## src/rtl/ram_arb_pkg.sv

```systemverilog
// rtl/ram_arb_pkg.sv - shared types and defaults for the RAM port arbiter
package ram_arb_pkg;

    localparam logic [31:0] RAM_BASE_DEFAULT = 32'h8000_0000;

    typedef enum logic [1:0] {
        OWN_NONE = 2'd0,
        OWN_IF   = 2'd1,
        OWN_DM   = 2'd2
    } owner_e;

    typedef enum logic {
        ST_RUN  = 1'b0,
        ST_HOLD = 1'b1
    } state_e;

    // Remembers who was granted last cycle so the RAM read data is routed back to them.
    typedef struct packed {
        owner_e owner;
        logic   err;
        logic   we;
    } rsp_tag_t;

endpackage

```

## src/rtl/ram_port_arbiter_if.sv

```systemverilog
// rtl/ram_port_arbiter_if.sv - fetch, data and RAM-side signal bundle of the arbiter
interface ram_port_arbiter_if #(
    parameter int ADDR_W = 17,
    parameter int DATA_W = 32,
    parameter int NB_COL = 4
);
    logic              hold_i;
    logic              if_req_valid_i;
    logic [31:0]       if_req_addr_i;
    logic              if_req_ready_o;
    logic              if_rsp_valid_o;
    logic [DATA_W-1:0] if_rsp_data_o;
    logic              if_rsp_err_o;
    logic              dm_req_valid_i;
    logic              dm_req_we_i;
    logic [31:0]       dm_req_addr_i;
    logic [DATA_W-1:0] dm_req_wdata_i;
    logic [NB_COL-1:0] dm_req_strb_i;
    logic              dm_req_ready_o;
    logic              dm_rsp_valid_o;
    logic [DATA_W-1:0] dm_rsp_data_o;
    logic              dm_rsp_err_o;
    logic              ram_rd_en_o;
    logic [ADDR_W-1:0] ram_rd_addr_o;
    logic [ADDR_W-1:0] ram_wr_addr_o;
    logic [DATA_W-1:0] ram_wr_data_o;
    logic [NB_COL-1:0] ram_wr_strb_o;
    logic [DATA_W-1:0] ram_rd_data_i;

    modport slave (
        input  hold_i, if_req_valid_i, if_req_addr_i,
        input  dm_req_valid_i, dm_req_we_i, dm_req_addr_i, dm_req_wdata_i, dm_req_strb_i,
        input  ram_rd_data_i,
        output if_req_ready_o, if_rsp_valid_o, if_rsp_data_o, if_rsp_err_o,
        output dm_req_ready_o, dm_rsp_valid_o, dm_rsp_data_o, dm_rsp_err_o,
        output ram_rd_en_o, ram_rd_addr_o, ram_wr_addr_o, ram_wr_data_o, ram_wr_strb_o
    );

    modport master (
        output hold_i, if_req_valid_i, if_req_addr_i,
        output dm_req_valid_i, dm_req_we_i, dm_req_addr_i, dm_req_wdata_i, dm_req_strb_i,
        output ram_rd_data_i,
        input  if_req_ready_o, if_rsp_valid_o, if_rsp_data_o, if_rsp_err_o,
        input  dm_req_ready_o, dm_rsp_valid_o, dm_rsp_data_o, dm_rsp_err_o,
        input  ram_rd_en_o, ram_rd_addr_o, ram_wr_addr_o, ram_wr_data_o, ram_wr_strb_o
    );
endinterface

```

## src/rtl/ram_addr_decode.sv

```systemverilog
// rtl/ram_addr_decode.sv - byte address to RAM word index with range check
module ram_addr_decode
    import ram_arb_pkg::*;
#(
    parameter int          ADDR_W   = 17,
    parameter logic [31:0] RAM_BASE = RAM_BASE_DEFAULT
) (
    input  logic [31:0]       addr,
    output logic [ADDR_W-1:0] idx,
    output logic              in_range
);
    logic [31:0] offset;

    assign offset   = addr - RAM_BASE;
    // Byte lane bits drop out here; the index is purely the word offset.
    assign idx      = offset[ADDR_W+1:2];
    assign in_range = (addr >= RAM_BASE) && ((offset >> (ADDR_W + 2)) == 32'd0);
endmodule

```

## src/rtl/ram_port_arbiter.sv

```systemverilog
// rtl/ram_port_arbiter.sv - single-port RAM shared by fetch and data, data-first with anti-starvation
module ram_port_arbiter
    import ram_arb_pkg::*;
#(
    parameter int          ADDR_W       = 17,
    parameter int          DATA_W       = 32,
    parameter int          NB_COL       = 4,
    parameter logic [31:0] RAM_BASE     = RAM_BASE_DEFAULT,
    parameter int          STARVE_LIMIT = 4
) (
    input logic               clk_i,
    input logic               rst_ni,
    ram_port_arbiter_if.slave bus
);
    localparam int            SC_W       = $clog2(STARVE_LIMIT + 1);
    localparam logic [SC_W-1:0] STARVE_MAX = SC_W'(STARVE_LIMIT);

    state_e            state_q, state_d;
    logic [SC_W-1:0]   starve_q, starve_d;
    rsp_tag_t          tag_q, tag_d;
    logic [ADDR_W-1:0] if_idx, dm_idx;
    logic              if_in, dm_in;
    logic              can_grant, fetch_first, if_grant, dm_grant;

    ram_addr_decode #(.ADDR_W(ADDR_W), .RAM_BASE(RAM_BASE)) u_if_dec (
        .addr     (bus.if_req_addr_i),
        .idx      (if_idx),
        .in_range (if_in)
    );

    ram_addr_decode #(.ADDR_W(ADDR_W), .RAM_BASE(RAM_BASE)) u_dm_dec (
        .addr     (bus.dm_req_addr_i),
        .idx      (dm_idx),
        .in_range (dm_in)
    );

    always_ff @(posedge clk_i or negedge rst_ni) begin
        if (!rst_ni) begin
            state_q  <= ST_RUN;
            starve_q <= '0;
            tag_q    <= '{owner: OWN_NONE, err: 1'b0, we: 1'b0};
        end else begin
            state_q  <= state_d;
            starve_q <= starve_d;
            tag_q    <= tag_d;
        end
    end

    always_comb begin
        state_d = state_q;
        unique case (state_q)
            ST_RUN:  if (bus.hold_i)  state_d = ST_HOLD;
            ST_HOLD: if (!bus.hold_i) state_d = ST_RUN;
            default: state_d = ST_RUN;
        endcase
    end

    // Gating on rst_ni keeps RAM strobes quiet while reset is held.
    assign can_grant   = rst_ni && (state_q == ST_RUN) && !bus.hold_i;
    assign fetch_first = (starve_q == STARVE_MAX);
    assign if_grant    = can_grant && bus.if_req_valid_i && (fetch_first || !bus.dm_req_valid_i);
    assign dm_grant    = can_grant && bus.dm_req_valid_i && !(fetch_first && bus.if_req_valid_i);

    always_comb begin
        starve_d = '0;
        if (bus.if_req_valid_i && !if_grant)
            starve_d = fetch_first ? STARVE_MAX : starve_q + SC_W'(1);
    end

    always_comb begin
        tag_d = '{owner: OWN_NONE, err: 1'b0, we: 1'b0};
        if (if_grant) begin
            tag_d = '{owner: OWN_IF, err: !if_in, we: 1'b0};
        end else if (dm_grant) begin
            tag_d = '{owner: OWN_DM, err: !dm_in, we: bus.dm_req_we_i};
        end
    end

    assign bus.if_req_ready_o = if_grant;
    assign bus.dm_req_ready_o = dm_grant;

    assign bus.ram_rd_en_o   = (if_grant && if_in) || (dm_grant && dm_in && !bus.dm_req_we_i);
    assign bus.ram_rd_addr_o = if_grant ? if_idx : dm_idx;
    assign bus.ram_wr_addr_o = dm_idx;
    assign bus.ram_wr_data_o = bus.dm_req_wdata_i;
    assign bus.ram_wr_strb_o = (dm_grant && dm_in && bus.dm_req_we_i) ? bus.dm_req_strb_i
                                                                       : {NB_COL{1'b0}};

    assign bus.if_rsp_valid_o = (tag_q.owner == OWN_IF);
    assign bus.if_rsp_err_o   = (tag_q.owner == OWN_IF) && tag_q.err;
    assign bus.if_rsp_data_o  = ((tag_q.owner == OWN_IF) && !tag_q.err)
                                ? bus.ram_rd_data_i : {DATA_W{1'b0}};

    assign bus.dm_rsp_valid_o = (tag_q.owner == OWN_DM);
    assign bus.dm_rsp_err_o   = (tag_q.owner == OWN_DM) && tag_q.err;
    assign bus.dm_rsp_data_o  = ((tag_q.owner == OWN_DM) && !tag_q.err && !tag_q.we)
                                ? bus.ram_rd_data_i : {DATA_W{1'b0}};
endmodule

```

## src/flat_wrapper.sv

```systemverilog
// flat-port wrapper written by rule: the top's interface ports become plain ports
module ram_port_arbiter_flat import ram_arb_pkg::*;
#(
    parameter int          ADDR_W       = 17,
    parameter int          DATA_W       = 32,
    parameter int          NB_COL       = 4,
    parameter logic [31:0] RAM_BASE     = RAM_BASE_DEFAULT,
    parameter int          STARVE_LIMIT = 4
)
  (clk_i, rst_ni, bus_hold_i, bus_if_req_valid_i, bus_if_req_addr_i, bus_dm_req_valid_i, bus_dm_req_we_i, bus_dm_req_addr_i, bus_dm_req_wdata_i, bus_dm_req_strb_i, bus_ram_rd_data_i, bus_if_req_ready_o, bus_if_rsp_valid_o, bus_if_rsp_data_o, bus_if_rsp_err_o, bus_dm_req_ready_o, bus_dm_rsp_valid_o, bus_dm_rsp_data_o, bus_dm_rsp_err_o, bus_ram_rd_en_o, bus_ram_rd_addr_o, bus_ram_wr_addr_o, bus_ram_wr_data_o, bus_ram_wr_strb_o);
  ram_port_arbiter_if #(.ADDR_W(ADDR_W), .DATA_W(DATA_W), .NB_COL(NB_COL)) bus_i ();
  input logic clk_i;
  input logic rst_ni;
  input wire logic [$bits(bus_i.hold_i)-1:0] bus_hold_i;
  input wire logic [$bits(bus_i.if_req_valid_i)-1:0] bus_if_req_valid_i;
  input wire logic [$bits(bus_i.if_req_addr_i)-1:0] bus_if_req_addr_i;
  input wire logic [$bits(bus_i.dm_req_valid_i)-1:0] bus_dm_req_valid_i;
  input wire logic [$bits(bus_i.dm_req_we_i)-1:0] bus_dm_req_we_i;
  input wire logic [$bits(bus_i.dm_req_addr_i)-1:0] bus_dm_req_addr_i;
  input wire logic [$bits(bus_i.dm_req_wdata_i)-1:0] bus_dm_req_wdata_i;
  input wire logic [$bits(bus_i.dm_req_strb_i)-1:0] bus_dm_req_strb_i;
  input wire logic [$bits(bus_i.ram_rd_data_i)-1:0] bus_ram_rd_data_i;
  output wire logic [$bits(bus_i.if_req_ready_o)-1:0] bus_if_req_ready_o;
  output wire logic [$bits(bus_i.if_rsp_valid_o)-1:0] bus_if_rsp_valid_o;
  output wire logic [$bits(bus_i.if_rsp_data_o)-1:0] bus_if_rsp_data_o;
  output wire logic [$bits(bus_i.if_rsp_err_o)-1:0] bus_if_rsp_err_o;
  output wire logic [$bits(bus_i.dm_req_ready_o)-1:0] bus_dm_req_ready_o;
  output wire logic [$bits(bus_i.dm_rsp_valid_o)-1:0] bus_dm_rsp_valid_o;
  output wire logic [$bits(bus_i.dm_rsp_data_o)-1:0] bus_dm_rsp_data_o;
  output wire logic [$bits(bus_i.dm_rsp_err_o)-1:0] bus_dm_rsp_err_o;
  output wire logic [$bits(bus_i.ram_rd_en_o)-1:0] bus_ram_rd_en_o;
  output wire logic [$bits(bus_i.ram_rd_addr_o)-1:0] bus_ram_rd_addr_o;
  output wire logic [$bits(bus_i.ram_wr_addr_o)-1:0] bus_ram_wr_addr_o;
  output wire logic [$bits(bus_i.ram_wr_data_o)-1:0] bus_ram_wr_data_o;
  output wire logic [$bits(bus_i.ram_wr_strb_o)-1:0] bus_ram_wr_strb_o;
  assign bus_i.hold_i = bus_hold_i;
  assign bus_i.if_req_valid_i = bus_if_req_valid_i;
  assign bus_i.if_req_addr_i = bus_if_req_addr_i;
  assign bus_i.dm_req_valid_i = bus_dm_req_valid_i;
  assign bus_i.dm_req_we_i = bus_dm_req_we_i;
  assign bus_i.dm_req_addr_i = bus_dm_req_addr_i;
  assign bus_i.dm_req_wdata_i = bus_dm_req_wdata_i;
  assign bus_i.dm_req_strb_i = bus_dm_req_strb_i;
  assign bus_i.ram_rd_data_i = bus_ram_rd_data_i;
  assign bus_if_req_ready_o = bus_i.if_req_ready_o;
  assign bus_if_rsp_valid_o = bus_i.if_rsp_valid_o;
  assign bus_if_rsp_data_o = bus_i.if_rsp_data_o;
  assign bus_if_rsp_err_o = bus_i.if_rsp_err_o;
  assign bus_dm_req_ready_o = bus_i.dm_req_ready_o;
  assign bus_dm_rsp_valid_o = bus_i.dm_rsp_valid_o;
  assign bus_dm_rsp_data_o = bus_i.dm_rsp_data_o;
  assign bus_dm_rsp_err_o = bus_i.dm_rsp_err_o;
  assign bus_ram_rd_en_o = bus_i.ram_rd_en_o;
  assign bus_ram_rd_addr_o = bus_i.ram_rd_addr_o;
  assign bus_ram_wr_addr_o = bus_i.ram_wr_addr_o;
  assign bus_ram_wr_data_o = bus_i.ram_wr_data_o;
  assign bus_ram_wr_strb_o = bus_i.ram_wr_strb_o;
  ram_port_arbiter #(.ADDR_W(ADDR_W), .DATA_W(DATA_W), .NB_COL(NB_COL), .RAM_BASE(RAM_BASE), .STARVE_LIMIT(STARVE_LIMIT)) u_core (.clk_i(clk_i), .rst_ni(rst_ni), .bus(bus_i));
endmodule
```

## config.mk

```make
export PLATFORM = sky130hd
export DESIGN_NAME = ram_port_arbiter_flat
export DESIGN_NICKNAME = d
export VERILOG_FILES = /design/src/rtl/ram_arb_pkg.sv /design/src/rtl/ram_port_arbiter_if.sv /design/src/rtl/ram_addr_decode.sv /design/src/rtl/ram_port_arbiter.sv /design/src/flat_wrapper.sv
export SDC_FILE = /design/constraint.sdc
export NUM_CORES = 1
export LEC_CHECK = 0
export BUFFER_PORTS_ARGS = -buffer_cell sky130_fd_sc_hd__buf_2
export CAP_MARGIN = 5
export CORE_AREA = 2 2 107 109
export CTS_BUF_LIST = sky130_fd_sc_hd__clkbuf_8
export DETAILED_ROUTE_END_ITERATION = 8
export DIE_AREA = 0 0 109 111
export GPL_TIMING_DRIVEN = 0
export MAX_ROUTING_LAYER = met4
export PLACE_DENSITY_LB_ADDON = 0.25
export REMOVE_ABC_BUFFERS = 1
export SKIP_LAST_GASP = 1
export SYNTH_ARGS = -nofsm -noshare
export SYNTH_HDL_FRONTEND = slang
export SYNTH_HIERARCHICAL = 1
export SYNTH_SLANG_ARGS = --single-unit
```

## constraint.sdc

```tcl
create_clock -name clk_i -period 1.9 [get_ports clk_i]
set_clock_uncertainty 0.05 [all_clocks]
set_input_delay 0 -clock clk_i [delete_from_list [all_inputs] [get_ports clk_i]]
set_output_delay 0 -clock clk_i [all_outputs]
set_load 0.03 [all_outputs]
```

Word level (Yosys, flattened, before mapping)
Cells that the tools add are included.
{"block": "word_totals", "latch_bits": 0, "regBits": 8, "inputBits": 138, "out_inout_bits": 141, "ramBits": 0, "mem_count": 0, "rom_bits": 0, "elab_cells": 55}
{"block": "classes", "muxes": 9, "div_mod_pow": 0, "reduce_logical": 32, "bitwise_logic": 1, "shift": 0, "add_sub_neg": 3, "n_mul": 0, "eq_ne": 3, "magnitude_cmp": 2}
{"cell": "32-bit greater-or-equal comparator (second input constant)", "n": 2}
{"cell": "32-bit logical NOT", "n": 2}
{"cell": "32-bit 2-to-1 mux", "n": 2}
{"cell": "32-bit subtractor (second input constant)", "n": 2}
{"cell": "1-bit logical AND", "n": 19}
{"cell": "17-bit 2-to-1 mux", "n": 1}
{"cell": "4-bit 2-to-1 mux", "n": 3}
{"cell": "1-bit logical NOT", "n": 9}
{"cell": "3-bit 2-to-1 mux", "n": 2}
{"cell": "3-bit by 1-bit adder with 3-bit output (second input constant)", "n": 1}
{"cell": "3-bit == test (second input constant)", "n": 1}
{"cell": "2-bit by 1-bit == test with 1-bit output (second input constant)", "n": 1}
{"cell": "2-bit == test (second input constant)", "n": 1}
{"cell": "1-bit logical OR", "n": 2}
{"cell": "1-bit 2-to-1 mux", "n": 1}
{"cell": "1-bit inverter", "n": 1}

Depth between registers and ports, before layout
Gate-level depths: netlist of run 1.
{"block": "logic_depth", "ltp_word": 8, "depth_mapped": 6, "depth_no_buf": 5}

Modules after synthesis
The synthesis of run 1 kept the hierarchy.
{"mod": "ram_port_arbiter", "instances": 1, "area_each_um2": 1368.8, "seq_area_each_um2": 200.2, "cells_per_inst": 162}
{"mod": "ram_addr_decode", "instances": 2, "area_each_um2": 160.2, "seq_area_each_um2": 0.0, "cells_per_inst": 22}

Least setup slack after synthesis of run 1
Ideal clock, no wire load.
{"block": "synth_timing", "kind": "register to output", "start": "register u_core.starve_q[0]", "end": "output port bus_ram_wr_strb_o[0]", "setup_slack_ns": 0.153, "arrival_time_ns": 1.697, "path_buffers": 1, "path_stages_with_launch": 7, "required_ns": 1.850, "path_cell_list": "dfrtp_1 inv_1 ha_1 nand3_1 and3_2 clkbuf_1 and4_1"}
{"block": "synth_between", "elab_chain_len": 7}
{"item": "start, declared", "line_no": "ram_port_arbiter.sv:19", "text": "logic [SC_W-1:0] starve_q, starve_d;"}
{"item": "start signal, assigned", "line_no": "ram_port_arbiter.sv:44", "text": "starve_q <= starve_d;"}
{"item": "3-bit == test", "line_no": "ram_port_arbiter.sv:60", "text": "assign fetch_first = (starve_q == STARVE_MAX);"}
{"item": "1-bit logical AND", "line_no": "ram_port_arbiter.sv:62", "text": "assign dm_grant = can_grant && bus.dm_req_valid_i && !(fetch_first && bus.if_req_valid_i);"}
{"item": "1-bit logical NOT", "line_no": "ram_port_arbiter.sv:62"}
{"item": "1-bit logical AND", "line_no": "ram_port_arbiter.sv:62"}
{"item": "named net bus_dm_req_ready_o", "line_no": "flat_wrapper.sv:27", "text": "output wire logic [$bits(bus_i.dm_req_ready_o)-1:0] bus_dm_req_ready_o;"}
{"item": "1-bit logical AND (2 in a row)", "line_no": "ram_port_arbiter.sv:86", "text": "assign bus.ram_wr_strb_o = (dm_grant && dm_in && bus.dm_req_we_i) ? bus.dm_req_strb_i"}
{"item": "4-bit 2-to-1 mux", "line_no": "ram_port_arbiter.sv:86"}
{"item": "end, declared", "line_no": "flat_wrapper.sv:35", "text": "output wire logic [$bits(bus_i.ram_wr_strb_o)-1:0] bus_ram_wr_strb_o;"}
The timed path passes the listed nets, and every way through them passes these cells.

Worst setup path in the final report of run 1
{"block": "layout_timing", "start": "register u_core.starve_q[0]", "end": "output port bus_ram_rd_addr_o[3]"}
{"block": "layout_between", "elab_chain_len": 4}
{"item": "3-bit == test", "line_no": "ram_port_arbiter.sv:60"}
{"item": "1-bit logical OR", "line_no": "ram_port_arbiter.sv:61", "text": "assign if_grant = can_grant && bus.if_req_valid_i && (fetch_first || !bus.dm_req_valid_i);"}
{"item": "1-bit logical AND", "line_no": "ram_port_arbiter.sv:61"}
{"item": "17-bit 2-to-1 mux", "line_no": "ram_port_arbiter.sv:83", "text": "assign bus.ram_rd_addr_o = if_grant ? if_idx : dm_idx;"}
{"item": "end, declared", "line_no": "flat_wrapper.sv:32", "text": "output wire logic [$bits(bus_i.ram_rd_addr_o)-1:0] bus_ram_rd_addr_o;"}
No other way between the ends.

==> results of run 1 <==
flip-flops by register name, summed over array words and instances, names as in the netlist:
signal,flops
u_core/tag_q,4
u_core/starve_q,3
u_core/state_q,1
logic make-up (layout without fill, tap and decap cells):
family          count (synthesis)  after routing  share of synthesized area
flops                           8              8                      0.119
other cells                     0              6                          0
compound gates                  5              5                     0.0259
buf+inv                        81            267                      0.338
mux                            17             17                      0.136
fa+ha+maj                       2              2                     0.0148
simple gates                   93             94                      0.367
metal layers:
metal	wire, um	vias to the layer above	track usage
li1	-	985	-
met1	3610	889	0.162
met2	3920	166	0.216
met3	934	4	0.0370
met4	34	0	0.0179
met5	0	-	-
power by group through the flow:
stage | sequential [mW] | clock [mW] | combinational, mW
3_3_place_gp | 0.190 | 0 | 0.395
4_1_cts | 0.189 | 0.207 | 0.606
2_1_floorplan | 0.188 | 0 | 0.169
3_5_place_dp | 0.190 | 0 | 0.401
5_1_grt | 0.191 | 0.214 | 0.646
6_report | 0.190 | 0.208 | 0.613
per-stage QoR:
stage               hold slack (ns)  instances  setup TNS [ns]
CTS                          0.0175        534         -0.0566
detailed placement           -0.191        485          -11.38
floorplan                    -0.346        131          -21.30
finish                      0.00806        542        -0.00692
global route                 0.0266        541          -0.376
global placement             -0.190        484          -54.85
synth_stat cells, drive strengths merged (3+ instances only):
library cell and number:
buf 68, dfrtp 8, clkbuf 7, and2 67, inv 6, and4 6, nor3 3, nor3b 4
mux2 17
final cells by class:
type	instances	area, um^2
multi-input combinational	118	1000
fill	1219	8030
tap	143	179
sequential	8	200
antenna	6	15.0
timing repair buffer	258	1590
inverter	6	22.5
clock buffer	3	41.3
timing repair:
item	CTS	global route
endpoints found under the hold margin	41	0
gates cloned	2	0
hold buffers	34	0
buffers inserted	10	4
gates resized for setup	36	13
pin swaps	5	5
endpoints found under the setup margin	79	42
critical path: stages (launching register included):
cell and delay, ns:
dfrtp_1 0.39, inv_2 0.08, ha_4 0.14, a21boi_4 0.06
buf_6 0.13, nor3b_4 0.22, buf_6 0.16, mux2_4 0.30
buf_6 0.14
path summary, 6_finish.rpt:
kind | start | end | depth (start not counted)
hold / removal | bus_dm_req_we_i | u_core/tag_q[0]$_DFF_PN0_ | 2
setup reg to reg | u_core/starve_q[0]$_DFF_PN0_ | u_core/starve_q[0]$_DFF_PN0_ | 8
setup / recovery | u_core/starve_q[0]$_DFF_PN0_ | bus_ram_rd_addr_o[3] | 8
max in group asynchronous | rst_ni | u_core/state_q$_DFF_PN0_ | 2
hold reg to reg | u_core/starve_q[0]$_DFF_PN0_ | u_core/starve_q[0]$_DFF_PN0_ | 2
min in group asynchronous | rst_ni | u_core/starve_q[0]$_DFF_PN0_ | 2
==> qor.txt, run 1 <==
die width: 109 um
clock latency on the worst-skew pair: 0.23 ns
# DRC: 0
Layout area overhead: 80.4%
Setup crit start kind: register
worst slew pin tran: 0.438 ns
Logic pwr share: 0.606
leakage: 1.76 nW
Layout Utilization: 0.275
dpl ws: -0.586 ns
peak ir drop on the vdd network: 0.197 mV
Max FO, Critical Path: 5
synth warn: 6
Die Span Y: 111 um
Tmin final: 1.90 ns
total grt overflow: 0
antenna-violating nets left: 0
endpoint class of the critical path: output port
syn avg cell area: 8.20 um^2
worst hold path class: input pin to register
GRT Overall Usage: 0.131
wire per inst: 15.7 um
sequential share of the synthesized area: 0.119
initial antenna violation count: 5
Design Area, Final: 3050 um^2
post-synth top area share: 0.293
number of global-route vias before repair: 1981
Post-synth EDFFs: 0
Synth area leaders: buf_4 29%, and2_1 25%, dfrtp_1 12%
clock buffer depth: 2
most common cell after layout, fill and taps aside: buf_2
Yosys reg bits: 8
WL final: 8.49 mm
Initial Util: 0.152
sequential share of power: 0.188
largest net degree at the start of global routing: 33
via/cell ratio: 3.77
Post-DP HPWL: 6.62 mm
first-pass GRT wire length: 11.5 mm
port bufs: 210
Crit Path Category: register to output port
max-cap viol count: 0
PwrDens: 332 nW/um^2
commonest cells after routing, fill and taps aside: 198 x buf_2, 67 x and2_1, 34 x dlygate4sd3_1, 17 x buf_6, 16 x mux2_4
Post-Place Cell Area: 2390 um^2
Final Hold Vio Count: 0
Finish-stage setup viols: 3
Reg clk slew, reported paths: 0.04 ns
relative slew slack: 0.707
I/O pins: 279
Clk network pwr share: 0.206
TritonCTS buffer count: 3
CTS Root Cell: clkbuf_8
share of cells above drive strength 1: 0.651
# H-tree levels: 1
DR pass1 iterations: 4
# clock sinks: 8
Synth Flop Type: dfrtp_1
Final Wtd Congestion: 0.803
RSZ-0062 raised after global routing: yes
via count: 2044
CP required: 1.85 ns
total die area: 12100 um^2
Final #Nets: 535
CTS tree: yes
Reg2Reg Setup Slack: 0.11 ns
internal power: 0.582 mW
switch share: 0.424
Psw: 0.428 mW
Synth async-reset ratio: 1.00
Tot Pwr: 1.01 mW
row count: 39
synth unique cells: 30
failing checks: negative setup slack
drt first-iter violations: 56
Slew Limit Fails: 0
status: finished, violations left
fmax: 525 MHz
Syn Inst Count: 206
mapped cell area: 1690 um^2
Critical Path AT: 1.85 ns
Core Area: 11100 um^2
period utilization: 1.00
Final WS setup: -0.00411 ns
biggest area consumer among synthesized cells: buf_4
(Power assumes the default switching activity.)
==> run 2: changes to the inputs <==
--- a/config.mk
+++ b/config.mk
@@ -5,12 +5,13 @@
 export SDC_FILE = /design/constraint.sdc
 export NUM_CORES = 1
 export LEC_CHECK = 0
+export ABC_AREA = 1
 export BUFFER_PORTS_ARGS = -buffer_cell sky130_fd_sc_hd__buf_2
 export CAP_MARGIN = 5
-export CORE_AREA = 2 2 107 109
+export CORE_AREA = 2 2 108 110
 export CTS_BUF_LIST = sky130_fd_sc_hd__clkbuf_8
 export DETAILED_ROUTE_END_ITERATION = 8
-export DIE_AREA = 0 0 109 111
+export DIE_AREA = 0 0 110 112
 export GPL_TIMING_DRIVEN = 0
 export MAX_ROUTING_LAYER = met4
 export PLACE_DENSITY_LB_ADDON = 0.25
==> qor.txt, run 2 <==
status: finished clean
Tmin final: 1.78 ns
CTS Root Cell: clkbuf_8
Post-synth EDFFs: 0
Critical Path AT: 1.73 ns
sequential share of the synthesized area: 0.116
fmax: 563 MHz
number of global-route vias before repair: 2120
antenna-violating nets left: 0
Final #Nets: 636
mapped cell area: 1730 um^2
drt first-iter violations: 54
worst slew pin tran: 0.589 ns
via/cell ratio: 3.76
post-synth top area share: 0.286
clock buffer depth: 2
multi-input combinational cell area: 779 um^2
Final Wtd Congestion: 0.726
multiplexer area fraction after synthesis: 0
biggest regs: u_core/tag_q (4), u_core/starve_q (3), u_core/state_q (1)
relative slew slack: 0.606
syn avg cell area: 5.45 um^2
Worst R2R Path Depth: 7
fillcell total: 1259
Max FO, Critical Path: 10
max-cap viol count: 0
PwrDens: 351 nW/um^2
leakage: 1.96 nW
total die area: 12300 um^2
number of flip-flops in the largest register: 4
Min-Delay Endpoint: u_core/tag_q[0]$_DFF_PN0_
Synth Area in Simple Gates: 0.413
Synth Flop Type: dfrtp_1
# clock sinks: 8
via count: 2408
die width: 110 um
period utilization: 0.935
Post-Route Setup TNS: 0 ns
clock latency on the worst-skew pair: 0.23 ns
Finish-stage setup viols: 0
port bufs: 210
Final Hold Vio Count: 0
peak ir drop on the vdd network: 0.205 mV
Layout area overhead: 63.8%
Hold Crit Start: bus_dm_req_we_i
Crit Path Category: register to output port
# H-tree levels: 1
commonest cells after routing, fill and taps aside: 210 x buf_2, 84 x nor2_1, 66 x nand2_1, 59 x inv_1, 34 x dlygate4sd3_1
Slew Limit Fails: 0
Post-synth top cells: 84 x nor2_1, 68 x nand2_1, 66 x buf_4, 59 x inv_1, 8 x dfrtp_1
synth warn: 6
wire per inst: 12.3 um
RSZ-0062 raised after global routing: yes
Crit Reg-Reg Endpoint: u_core/tag_q[1]$_DFF_PN0_
Reg2Reg Setup Slack: 0.26 ns
largest net degree at the start of global routing: 33
Setup crit start kind: register
hold path cells: 3
# DRC: 0
RR Startpoint: u_core/starve_q[0]$_DFF_PN0_
TritonCTS buffer count: 3
register area: 200 um^2
endpoint class of the critical path: output port
Reg clk slew, reported paths: 0.04 ns
I/O pins: 279
first-pass GRT wire length: 10.5 mm
Syn Inst Count: 318
Initial Util: 0.155
synth unique cells: 20
total grt overflow: 0
Most flops, register: u_core/tag_q
GRT Overall Usage: 0.117
Die Span Y: 112 um
Synth area leaders: buf_4 29%, nor2_1 18%, nand2_1 15%
Synth Area in Compound Gates: 0.00866
biggest area consumer among synthesized cells: buf_4
largest family of logic cells by synthesized area: buffers and inverters
row count: 39
most common cell after layout, fill and taps aside: buf_2
Tot Pwr: 0.996 mW
Synth async-reset ratio: 1.00
WL final: 7.89 mm
initial antenna violation count: 1
Core Area: 11200 um^2
Post-DP HPWL: 6.36 mm
share of cells above drive strength 1: 0.466
DR pass1 iterations: 4
most frequent cell after synthesis: nor2_1
CTS tree: yes
Layout Utilization: 0.254
Yosys reg bits: 8
CP required: 1.85 ns
Post-Synth XOR/XNOR Area: 0
worst hold path class: input pin to register
Adder-Cell Fraction of Synth Area: 0.0144
run 2: where the power goes:
group / leakage [nW] / internal (mW) / switching [mW]
logic: 1.84 / 0.210 / 0.385
clock network: 0.0216 / 0.138 / 0.0718
registers: 0.106 / 0.184 / 0.00847
total: 1.96 / 0.531 / 0.465
run 2: cells by family after synthesis:
logic type	count (synthesis)
AO/OA/AOI/OAI	3
adder cells (fa/ha/maj)	2
buffers and inverters	134
flip-flops	8
AND/OR/NAND/NOR	171
run 2: critical path: stages (launching register included):
cell and delay, ns:
dfrtp_1 0.37, inv_1 0.08, ha_1 0.18, nand2_2 0.07
nand2_2 0.11, nand2_4 0.10, nor2_8 0.21, nand2_1 0.08
nand2_1 0.09, buf_2 0.20
run 2: how the worst max path moves through the flow:
| stage | from | end | slack (ns) | cells past startpoint |
|---|---|---|---|---|
| after floorplan | u_core/tag_q[3]$_DFF_PN0_ | bus_dm_rsp_data_o[0] | 0.06 | 4 |
| after global placement | u_core/starve_q[0]$_DFF_PN0_ | u_core/tag_q[1]$_DFF_PN0_ | 0.05 | 6 |
| after detailed placement | u_core/starve_q[0]$_DFF_PN0_ | u_core/tag_q[1]$_DFF_PN0_ | 0.07 | 6 |
| after CTS | u_core/starve_q[0]$_DFF_PN0_ | bus_ram_rd_addr_o[16] | 0.03 | 9 |
| after global routing | u_core/starve_q[0]$_DFF_PN0_ | bus_ram_rd_addr_o[6] | -0.01 | 9 |
| final | u_core/starve_q[0]$_DFF_PN0_ | bus_ram_rd_addr_o[16] | 0.12 | 9 |
run 2: timing repair:
item | CTS | global route
gates resized for setup | 3 | 0
gates cloned | 0 | 1
hold buffers | 34 | 0
endpoints found under the setup margin | 67 | 17
setup buffers | 0 | 2
endpoints found under the hold margin | 41 | 0
pin swaps | 0 | 3
run 2: per-stage QoR:
step | hold slack [ns] | std cells | cell area, um^2 | setup slack (ns)
floorplan | -0.346 | 244 | 1180 | 0.0586
global placement | -0.173 | 597 | 2410 | 0.0512
detailed placement | -0.167 | 597 | 2410 | 0.0654
CTS | 0.0479 | 634 | 2810 | 0.0328
global route | 0.0594 | 638 | 2830 | -0.0109
finish | 0.0262 | 640 | 2840 | 0.124
run 2: cell type report:
type	count	share of cell area
multi-input cells	177	0.275
well taps	143	0.0630
clock buffers	3	0.0145
diodes	3	0.00264
flip-flops and latches	8	0.0705
inverters	60	0.0793
repair buffers	246	0.495
run 2: metal layers:
| metal | vias to the layer above | routed length (um) | part of all wire | track usage |
|---|---|---|---|---|
| li1 | 1197 | - | - | - |
| met1 | 1025 | 3040 | 0.38 | 0.124 |
| met2 | 176 | 3750 | 0.48 | 0.208 |
| met3 | 10 | 982 | 0.12 | 0.0316 |
| met4 | 0 | 119 | 0.015 | 0.0354 |
| met5 | - | 0 | 0 | - |
==> run 3: changes to the inputs <==
--- a/config.mk
+++ b/config.mk
@@ -9,7 +9,7 @@
 export BUFFER_PORTS_ARGS = -buffer_cell sky130_fd_sc_hd__buf_2
 export CAP_MARGIN = 5
 export CORE_AREA = 2 2 108 110
-export CTS_BUF_LIST = sky130_fd_sc_hd__clkbuf_8
+export CTS_BUF_LIST = sky130_fd_sc_hd__clkbuf_4
 export DETAILED_ROUTE_END_ITERATION = 8
 export DIE_AREA = 0 0 110 112
 export GPL_TIMING_DRIVEN = 0
==> qor.txt, run 3 (synthesized netlist as in run 2, its figures left out) <==
status: finished clean
CTS Root Cell: clkbuf_4
Post-DP HPWL: 6.36 mm
most common cell after layout, fill and taps aside: buf_2
drt first-iter violations: 58
RSZ-0062 raised after global routing: yes
antenna-violating nets left: 0
DR pass1 iterations: 4
Initial Util: 0.155
clock latency on the worst-skew pair: 0.25 ns
CP required: 1.85 ns
WL final: 7.98 mm
Most flops, register: u_core/tag_q
total die area: 12300 um^2
Finish-stage setup viols: 0
via/cell ratio: 3.78
Tmin final: 1.82 ns
TritonCTS buffer count: 3
largest net degree at the start of global routing: 33
fmax: 551 MHz
number of global-route vias before repair: 2118
Final Hold Vio Count: 0
# H-tree levels: 1
relative slew slack: 0.606
worst slew pin tran: 0.589 ns
CTS tree: yes
peak ir drop on the vdd network: 0.127 mV
worst hold path class: input pin to register
clock buffer depth: 2
Reg clk slew, reported paths: 0.06 ns
via count: 2422
Layout Utilization: 0.253
PwrDens: 326 nW/um^2
Final WS setup: 0.0835 ns
GRT Overall Usage: 0.116
Die Span Y: 112 um
I/O pins: 279
row count: 39
# clock sinks: 8
# DRC: 0
max-cap viol count: 0
Slew Limit Fails: 0
leakage: 1.96 nW
die width: 110 um
Critical Path AT: 1.77 ns
dpl ws: 0.0654 ns
fillcell total: 1264
period utilization: 0.956
Tot Pwr: 0.922 mW
dpl cells: 597
Setup crit start kind: register
wire per inst: 12.5 um
total grt overflow: 0
Final #Nets: 637
Layout area overhead: 63.2%
Max FO, Critical Path: 10
Final Wtd Congestion: 0.726
port bufs: 210
Finished Layout Cells: 641
Core Area: 11200 um^2
first-pass GRT wire length: 10.5 mm
Crit Path Category: register to output port
number of flip-flops in the largest register: 4
endpoint class of the critical path: output port
share of cells above drive strength 1: 0.467
commonest cells after routing, fill and taps aside: 209 x buf_2, 84 x nor2_1, 66 x nand2_1, 59 x inv_1, 34 x dlygate4sd3_1
biggest regs: u_core/tag_q (4), u_core/starve_q (3), u_core/state_q (1)
initial antenna violation count: 1
run 3: layer usage:
layer	track usage	vias to the layer above	routed length, um
li1	-	1203	-
met1	0.124	1037	3110
met2	0.208	174	3810
met3	0.0334	8	972
met4	0.0253	0	88
met5	-	-	0
run 3: area by class of cell:
| class | count | area [um^2] | area share |
|---|---|---|---|
| Timing Repair Buffer | 246 | 1410 | 0.498 |
| Multi-Input combinational cell | 178 | 786 | 0.278 |
| Inverter | 60 | 225 | 0.0796 |
| Clock buffer | 3 | 22.5 | 0.00796 |
| Tap cell | 143 | 179 | 0.0632 |
| Antenna cell | 3 | 7.51 | 0.00265 |
| Sequential cell | 8 | 200 | 0.0708 |
run 3: metrics by stage:
stage	hold WS [ns]	setup TNS [ns]	cell area (um^2)
after floorplan	-0.346	0	1180
after global placement	-0.173	0	2410
after detailed placement	-0.167	0	2410
after CTS	0.0202	0	2790
after global routing	0.0269	-0.461	2820
final	0.00156	0	2830
run 3: timing repair:
action	in CTS	in global routing
pin swaps	0	2
endpoints found under the setup margin	76	20
resized for setup	3	1
hold endpoints to repair	41	0
gates cloned	0	2
hold buffers	34	0
buffers inserted	0	2
run 3: power breakdown:
group	switching [mW]	internal [mW]	leakage, nW	total [mW]
Clock	0.0600	0.0725	0.0138	0.133
Combinational	0.387	0.210	1.84	0.598
Sequential	0.00848	0.183	0.106	0.191
run 3: final timing paths:
| path | start | end | slack [ns] | depth (start not counted) |
|---|---|---|---|---|
| max | u_core/starve_q[0]$_DFF_PN0_ | bus_ram_rd_addr_o[16] | 0.08 | 9 |
| max reg2reg | u_core/starve_q[0]$_DFF_PN0_ | u_core/tag_q[1]$_DFF_PN0_ | 0.24 | 7 |
| min reg2reg | u_core/starve_q[0]$_DFF_PN0_ | u_core/starve_q[0]$_DFF_PN0_ | 0.49 | 3 |
| max in group asynchronous | rst_ni | u_core/tag_q[2]$_DFF_PN0_ | 1.56 | 2 |
| min | bus_dm_req_we_i | u_core/tag_q[0]$_DFF_PN0_ | 0.002 | 3 |
| min in group asynchronous | rst_ni | u_core/starve_q[1]$_DFF_PN0_ | 0.09 | 2 |
run 3: critical path, stage by stage, from the launching register on:
cell,delay (ns)
dfrtp_1,0.38
inv_1,0.08
ha_1,0.18
nand2_2,0.07
nand2_2,0.11
nand2_4,0.10
nor2_8,0.21
nand2_1,0.08
nand2_1,0.09
buf_2,0.20
